--- src/rtl/fft_stage_addr_generator.sv ---
// rtl/fft_stage_addr_generator.sv - read address / twiddle index sequencer for FFT stages 1..SIZE-1
module fft_stage_addr_generator #(
  parameter int N    = 16,
  parameter int SIZE = 4,
  parameter int LAT  = 4
) (
  input  logic            clk,
  input  logic            rst_n,
  input  logic            start_stage,
  output logic            en_rd,
  output logic [SIZE-1:0] rd_ptr,
  output logic [10:0]     rd_ptr_angle,
  output logic [3:0]      stage_num,
  output logic            busy,
  output logic            fft_done
);

  localparam logic [3:0]      LAST_STAGE = 4'(SIZE - 1);
  localparam logic [SIZE-1:0] LAST_PAIR  = SIZE'(N / 2 - 1);
  localparam logic [3:0]      DRAIN_INIT = 4'(LAT - 1);

  typedef enum logic [2:0] {IDLE, READ_1, READ_2, DRAIN, DONE} state_t;

  state_t          state_q, state_d;
  logic [3:0]      stage_q, stage_d;      // doubles as stage_num: 0 outside a run
  logic [SIZE-1:0] pair_q, pair_d;        // butterfly index within the stage, k fastest
  logic [3:0]      drain_q, drain_d;
  logic            en_rd_q, en_rd_d;
  logic [SIZE-1:0] rd_ptr_q, rd_ptr_d;
  logic [10:0]     angle_q, angle_d;
  logic            busy_q, busy_d;
  logic            done_q, done_d;
  logic [SIZE-1:0] next_pair;

  // Low s bits select k within a group of half-span 2^s.
  function automatic logic [SIZE-1:0] lo_mask(input logic [3:0] s);
    return (SIZE'(1) << s) - SIZE'(1);
  endfunction

  // top = g*2h + k, with g = pair >> s and k = pair & (h-1).
  function automatic logic [SIZE-1:0] top_of(input logic [3:0] s, input logic [SIZE-1:0] p);
    return ((p >> s) << (s + 4'd1)) | (p & lo_mask(s));
  endfunction

  // angle = k * N / (2h) = k << (SIZE-1-s).
  function automatic logic [10:0] angle_of(input logic [3:0] s, input logic [SIZE-1:0] p);
    logic [10:0] k;
    k = 11'(p & lo_mask(s));
    return k << (LAST_STAGE - s);
  endfunction

  assign next_pair = pair_q + SIZE'(1);

  // Next-state and registered-output computation; outputs hold unless a state updates them.
  always_comb begin
    state_d = state_q;
    stage_d = stage_q;
    pair_d  = pair_q;
    drain_d = drain_q;
    en_rd_d = 1'b0;
    rd_ptr_d = rd_ptr_q;
    angle_d = angle_q;
    busy_d  = busy_q;
    done_d  = 1'b0;
    case (state_q)
      IDLE: begin
        if (start_stage) begin
          state_d  = READ_1;
          stage_d  = 4'd1;
          pair_d   = '0;
          en_rd_d  = 1'b1;
          rd_ptr_d = '0;
          angle_d  = '0;
          busy_d   = 1'b1;
        end
      end
      READ_1: begin
        state_d  = READ_2;
        en_rd_d  = 1'b1;
        rd_ptr_d = rd_ptr_q + (SIZE'(1) << stage_q);
      end
      READ_2: begin
        if (pair_q == LAST_PAIR) begin
          state_d = DRAIN;
          drain_d = DRAIN_INIT;
        end else begin
          state_d  = READ_1;
          pair_d   = next_pair;
          en_rd_d  = 1'b1;
          rd_ptr_d = top_of(stage_q, next_pair);
          angle_d  = angle_of(stage_q, next_pair);
        end
      end
      DRAIN: begin
        if (drain_q == 4'd0) begin
          if (stage_q == LAST_STAGE) begin
            state_d = DONE;
            stage_d = 4'd0;
            busy_d  = 1'b0;
            done_d  = 1'b1;
          end else begin
            state_d  = READ_1;
            stage_d  = stage_q + 4'd1;
            pair_d   = '0;
            en_rd_d  = 1'b1;
            rd_ptr_d = '0;
            angle_d  = '0;
          end
        end else begin
          drain_d = drain_q - 4'd1;
        end
      end
      DONE: begin
        state_d = IDLE;
      end
      default: begin
        state_d = IDLE;
      end
    endcase
  end

  // State and output registers with asynchronous clear.
  always_ff @(posedge clk or negedge rst_n) begin
    if (!rst_n) begin
      state_q  <= IDLE;
      stage_q  <= 4'd0;
      pair_q   <= '0;
      drain_q  <= 4'd0;
      en_rd_q  <= 1'b0;
      rd_ptr_q <= '0;
      angle_q  <= '0;
      busy_q   <= 1'b0;
      done_q   <= 1'b0;
    end else begin
      state_q  <= state_d;
      stage_q  <= stage_d;
      pair_q   <= pair_d;
      drain_q  <= drain_d;
      en_rd_q  <= en_rd_d;
      rd_ptr_q <= rd_ptr_d;
      angle_q  <= angle_d;
      busy_q   <= busy_d;
      done_q   <= done_d;
    end
  end

  assign en_rd        = en_rd_q;
  assign rd_ptr       = rd_ptr_q;
  assign rd_ptr_angle = angle_q;
  assign stage_num    = stage_q;
  assign busy         = busy_q;
  assign fft_done     = done_q;

endmodule

--- config.mk ---
export PLATFORM = sky130hd
export DESIGN_NAME = fft_stage_addr_generator
export DESIGN_NICKNAME = d
export VERILOG_FILES = /design/src/rtl/fft_stage_addr_generator.sv
export SDC_FILE = /design/constraint.sdc
export NUM_CORES = 1
export LEC_CHECK = 0
export BUFFER_PORTS_ARGS = -buffer_cell sky130_fd_sc_hd__buf_2
export CAP_MARGIN = 20
export CORE_ASPECT_RATIO = 1.5
export CORE_MARGIN = 2
export CORE_UTILIZATION = 50
export DETAILED_ROUTE_END_ITERATION = 10
export PLACE_DENSITY = 0.76
export REMOVE_ABC_BUFFERS = 1
export SYNTH_ARGS = -nofsm -noshare
export SYNTH_HDL_FRONTEND = slang
export SYNTH_SLANG_ARGS = --single-unit
export TNS_END_PERCENT = 10
--- constraint.sdc ---
create_clock -name clk -period 2.8 [get_ports clk]
set_clock_uncertainty 0.05 [all_clocks]
set_input_delay 0.14 -clock clk [delete_from_list [all_inputs] [get_ports clk]]
set_output_delay 0.14 -clock clk [all_outputs]
set_load 0.05 [all_outputs]
==> impl_metrics.yaml, run 1 <==
floorplan:
  fp.dieW_um: 57.68
  core_area_mm2: 0.004209
  row_count: 29
  pin_count: 25
  die_area_mm2: 0.004874
  start_util_pct: 51.34
  die_h_um: 84.52
worst_setup_path:
  worstSetupPathType: "flop to flop"
  end_kind: "flop"
  cp-start-kind: "flop"
  cp.arrival_ps: 2640
  worstPathMaxFanout: 9
  crit_required_ps: 2980
clock_tree:
  cts_tree: "built"
  htree_levels: 2
  clock_latency_ps: 290
  max-clock-path-buffers: 2
  postCtsHoldBufs: 1
  cts_setup_buffers: 0
  cts.sinks: 33
  cts-root-buf: "clkbuf_8"
  post_cts_resized: 0
  clk_pin_slew_ps: 70
  cts_buffers: 5
logic_synthesis:
  synth_top_family_by_area: "simple AND/OR/NAND/NOR gates"
  synth_flop_cell: "dfrtp_1"
  synth_area_mm2: 0.002161
  netlist_top_cells_area: "dfrtp_1 (38%), ha_1 (5.2%), nand2_1 (4.9%)"
  yosys_warnings: 0
  synth_top_area_cell: "dfrtp_1"
  synth-xor-area-share_pct: 4.864
  ys_async_sr_fraction_pct: 100.0
  synth_mux_area_share_pct: 0
  yosysSeqAreaShare_pct: 38.22
  synthAdderAreaFrac_pct: 6.138
  synth.avg_cell_area_um2: 8.856
  synth-compound-area-share_pct: 19.69
  post_synth_inst_count: 244
  yosysTopAreaCellShare_pct: 38.22
  synth_seq_cells: 33
  synth-simple-area-share_pct: 26.35
  synth_edf_count: 0
  ys_types: 54
detailed_routing:
  wl_per_cell_um: 16.57
  wl_um: 5187
  via_count: 1932
  drt_pass1_iterations: 5
  ant_nets: 0
  drt_iter0_markers: 99
  post_drt_via_cell_ratio: 6.173
  drc: 0
sta:
  finalCritPeriodShare_pct: 87.68
  hold_viol_final: 0
  layout_min_cycle_time_ps: 2455
  finalSetupViolations: 0
  max_freq_mhz: 407.3
  setup_tns_ps: 0
  slew_violations: 0
  tightestPinTransition_ps: 729.2
  slew_headroom_pct: 51.39
  rsz0062_at_grt: "false"
grt:
  gr-usage-all-layers_pct: 23.38
  grt_pass1_wl_um: 8763
  grt_pass1_vias: 1859
  grt_overflow: 0
  grt_start_max_net_pins: 34
  grt_antenna_before_repair: 0
finish:
  nets: 279
  area_delta_synth_final_pct: 12.10
  drive_above_1_share_pct: 17.98
  n_antenna_cell: 0
  instances_no_fill: 313
run:
  maxCapViolCount: 0
pwr:
  vdd_ir_drop_max_v: 0.0003803
  power.leakage_nw: 1.121
  p_per_area_mw_per_mm2: 368.5
  total_power_mw: 0.8925
placed_design:
  placedCellCount: 304
  dp_hpwl_um: 3758
  port_buffers: 24
  gp_congestion: 0.9375
run_status:
  status: "completed"
min_path:
  hp-class: "input pin to flop"
==> state kept, by name, summed over array words and instances (netlist names) <==
signal,cells
en_rd,1
busy,1
rd_ptr,4
rd_ptr_angle,11
drain_q,4
fft_done,1
pair_q,4
state_q,3
stage_num,4
==> routing by layer <==
metal,share of wire [%],vias to the layer above,track usage (%)
met5,0,-,0
li1,-,920,-
met1,40,914,27.50
met4,2.7,0,10.99
met2,51,84,39.77
met3,6.8,14,4.777
==> through the flow <==
stage	area [um^2]	hold slack (ps)	utilization (%)	setup slack, ps
2_1_floorplan	2096	-205.6	-	26.06
3_3_place_gp	2311	192.3	54.90	483.0
3_5_place_dp	2311	191.6	54.90	418.7
4_1_cts	2422	95.79	57.55	398.1
5_1_grt	2422	115.4	57.55	235.7
6_report	2422	84.60	57.55	345.1
==> Yosys cell counts (all sizes together) (2+ instances only) <==
library cell,instances
o21ai,14
nor3b,5
o311ai,4
a32o,2
a21oi,12
or2,4
a22o,4
nor2b,2
nor4b,2
o31ai,4
a221o,2
nor2,24
and3,4
o221ai,2
a211oi,2
buf,7
a21o,2
nor4,4
dfrtp,33
nand4,3
nor3,4
xor2,5
nand2b,9
o22ai,2
inv,10
clkbuf,8
a31oi,4
nand3b,3
nand3,4
and3b,2
nand2,28
ha,9
xnor2,7
or3b,2
==> worst max-delay path: stages, from the launching register on <==
cell      delay, ps
dfrtp_1         440
or2_2           410
nor2_1          290
inv_1            80
ha_1            280
nand2b_1        180
nor2_1          200
a31oi_1          70
o31ai_1         240
a22o_1          160
==> layout by cell type (no fill, tap or decap), drive strengths merged, types with 3 or more instances in the layout <==
master,n
a21oi,12
a22o,4
a31oi,4
and3,4
buf,29
clkbuf,7
dfrtp,33
ha,9
inv,10
nand2,28
nand2b,9
nand3,4
nand3b,3
nand4,3
nor2,24
nor3,4
nor3b,5
nor4,4
o21ai,14
o311ai,4
o31ai,4
or2,4
xnor2,7
xor2,5
==> report_power, final <==
group	leakage (nW)	switching, mW	internal [mW]
sequential	0.429	0	0.477
clock	0.0542	0.182	0.222
combinational	0.638	0.00968	0.00208
==> cells by family after synthesis <==
| kind of cell | count (synthesis) |
|---|---|
| AND/OR/NAND/NOR | 103 |
| AO/OA/AOI/OAI | 61 |
| flip-flops | 33 |
| buffers and inverters | 25 |
| XOR/XNOR | 12 |
| adder cells (fa/ha/maj) | 10 |
==> path summary, 6_finish.rpt <==
check / slack (ps) / endpoint / cells past startpoint / start
hold / removal: 80 / stage_num[0]$_DFFE_PN0P_ / 3 / start_stage
min in group asynchronous: 390 / rd_ptr_angle[3]$_DFFE_PN0P_ / 2 / rst_n
max in group asynchronous: 1840 / busy$_DFFE_PN0P_ / 2 / rst_n
setup reg to reg: 350 / rd_ptr_angle[4]$_DFFE_PN0P_ / 9 / stage_num[3]$_DFFE_PN0P_
hold reg to reg: 430 / rd_ptr_angle[3]$_DFFE_PN0P_ / 2 / rd_ptr_angle[3]$_DFFE_PN0P_
setup / recovery: 350 / rd_ptr_angle[4]$_DFFE_PN0P_ / 9 / stage_num[3]$_DFFE_PN0P_
==> final cells by class <==
type                            count  area (um^2)
Inverter                           10        37.54
Fill cell                         386         1787
Sequential cell                    33        825.8
Clock buffer                        7        96.34
Timing Repair Buffer               30        167.7
Clock inverter                      1        5.005
Multi-Input combinational cell    186         1232
Tap cell                           46        57.56
No activity file was read; power rests on OpenSTA's default activity.
==> inputs of run 2 (changes only) <==
--- a/config.mk
+++ b/config.mk
@@ -7,7 +7,7 @@
 export LEC_CHECK = 0
 export BUFFER_PORTS_ARGS = -buffer_cell sky130_fd_sc_hd__buf_2
 export CAP_MARGIN = 20
-export CORE_ASPECT_RATIO = 1.5
+export CORE_ASPECT_RATIO = 1.1
 export CORE_MARGIN = 2
 export CORE_UTILIZATION = 50
 export DETAILED_ROUTE_END_ITERATION = 10
==> impl_metrics.yaml, run 2 (same netlist as run 1, synthesis figures left out) <==
run_status:
  status: "completed"
worst_setup_path:
  slowest_stage: "dfrtp_1"
  critPathTopFamily: "simple AND/OR/NAND/NOR gates"
  crit_start: "stage_num[3]$_DFFE_PN0P_"
  end_kind: "flop"
  r2r_start: "stage_num[3]$_DFFE_PN0P_"
  worst_r2r_path_depth: 9
  worstPathMaxFanout: 9
  cp.depth: 9
  cpPeakStageDelay_ps: 470
  cp.arrival_ps: 2620
  cp_cell_sequence: "or2_2 -> nor2_1 -> inv_1 -> ha_1 -> nand2b_1 -> nor2_1 -> a22o_1 -> a21oi_1 -> o31ai_1"
  crit_required_ps: 2950
  crit_top_cell: "nor2_1"
  cp-start-kind: "flop"
  crit_buf_inv: 1
  worstSetupPathType: "flop to flop"
min_path:
  whs_path_depth: 3
  hold_start: "start_stage"
  hp-class: "input pin to flop"
clock_tree:
  clk_pin_slew_ps: 70
  cts_buffers: 5
  cts_tree: "built"
  post_cts_resized: 0
  clock_latency_ps: 290
  cts.sinks: 33
  max-clock-path-buffers: 2
  cts-root-buf: "clkbuf_8"
  htree_levels: 2
detailed_routing:
  via_count: 1896
  wl_um: 5040
  drt_iter0_markers: 129
  wl_per_cell_um: 15.65
  drc: 0
  drt_pass1_iterations: 4
  ant_nets: 0
  post_drt_via_cell_ratio: 5.888
pwr:
  vdd_ir_drop_max_v: 0.0003495
  total_power_mw: 0.9595
  power.leakage_nw: 1.130
  p_per_area_mw_per_mm2: 390.9
placed_design:
  port_buffers: 24
  placedCellCount: 313
  dp_hpwl_um: 3615
  gp_congestion: 0.8690
grt:
  gr-usage-all-layers_pct: 23.49
  grt_antenna_before_repair: 0
  grt_start_max_net_pins: 34
  grt_pass1_vias: 1872
  grt_overflow: 0
  grt_pass1_wl_um: 8728
finish:
  drive_above_1_share_pct: 17.91
  n_antenna_cell: 0
  mostFrequentLayoutCells: "dfrtp_1 (33), nand2_1 (28), buf_2 (24), nor2_1 (22), o21ai_0 (14)"
  area_delta_synth_final_pct: 13.61
  instances_no_fill: 322
  nets: 280
  largest_reg_flops: 11
  final_common_cell: "dfrtp_1"
floorplan:
  die_area_mm2: 0.004864
  core_area_mm2: 0.004223
  row_count: 25
  die_h_um: 72.95
  pin_count: 25
  fp.dieW_um: 66.68
  start_util_pct: 51.17
sta:
  slew_violations: 0
  slew_headroom_pct: 51.15
  layout_min_cycle_time_ps: 2468
  finalSetupViolations: 0
  hold_viol_final: 0
  setup_tns_ps: 0
  max_freq_mhz: 405.1
  rsz0062_at_grt: "false"
  finalCritPeriodShare_pct: 88.16
  tightestPinTransition_ps: 732.8
run:
  maxCapViolCount: 0
==> run 2: cell types whose count changed in the layout (fill, tap and decap cells not counted), sizes merged <==
cell | before | now
clkinv | 1 | 0
bufinv | 0 | 1
buf | 29 | 30
==> run 2: final cells by class <==
type,count,area (um^2)
Sequential cell,33,825.8
Fill cell,381,1768
Clock buffer,7,86.33
Clock inverter,1,30.03
Tap cell,54,67.56
Inverter,10,37.54
Timing Repair Buffer,31,175.2
Multi-Input combinational cell,186,1232
==> run 2: final timing paths <==
check | to | slack (ps)
worst min register to register | rd_ptr_angle[0]$_DFFE_PN0P_ | 430
min in group asynchronous | rd_ptr_angle[1]$_DFFE_PN0P_ | 390
max in group asynchronous | rd_ptr[3]$_DFFE_PN0P_ | 1820
worst max register to register | rd_ptr_angle[3]$_DFFE_PN0P_ | 330
worst min-delay path | stage_num[0]$_DFFE_PN0P_ | 100
worst max-delay path | rd_ptr_angle[3]$_DFFE_PN0P_ | 330
==> run 2: per-stage QoR <==
step	cell area (um^2)	hold WS (ps)	util (%)	setup WS, ps
after global placement	2328	189.5	55.14	402.9
after global routing	2455	116.7	58.13	51.66
after CTS	2455	91.95	58.13	354.6
after floorplan	2096	-205.6	-	26.06
after detailed placement	2328	198.0	55.14	370.5
final	2455	96.43	58.13	331.6
==> run 2: layer usage <==
metal  routed length [um]  global-route usage (%)
met3                  292                   5.864
met5                    0                       0
met4                   72                   7.483
met2                 2484                   39.78
met1                 2190                   29.31
==> run 2: worst register-to-register path, delay by kind of cell (launching register included) <==
kind	cells	cell delay, ps
DFF	1	470
adders and majority gates	1	290
AOI/OAI and AO/OA	3	430
buffers and inverters	1	80
and+or+nand+nor	4	1070
==> run 2: what timing repair did <==
item,in CTS,in global routing
hold endpoints to repair,33,0
hold buffers,1,0
buffers inserted,0,0
endpoints found under the setup margin,0,0
==> run 2: power by group <==
part | switching [mW] | internal (mW)
clock | 0.181 | 0.290
combinational | 0.00972 | 0.00208
sequential | 0 | 0.477
total | 0.191 | 0.769
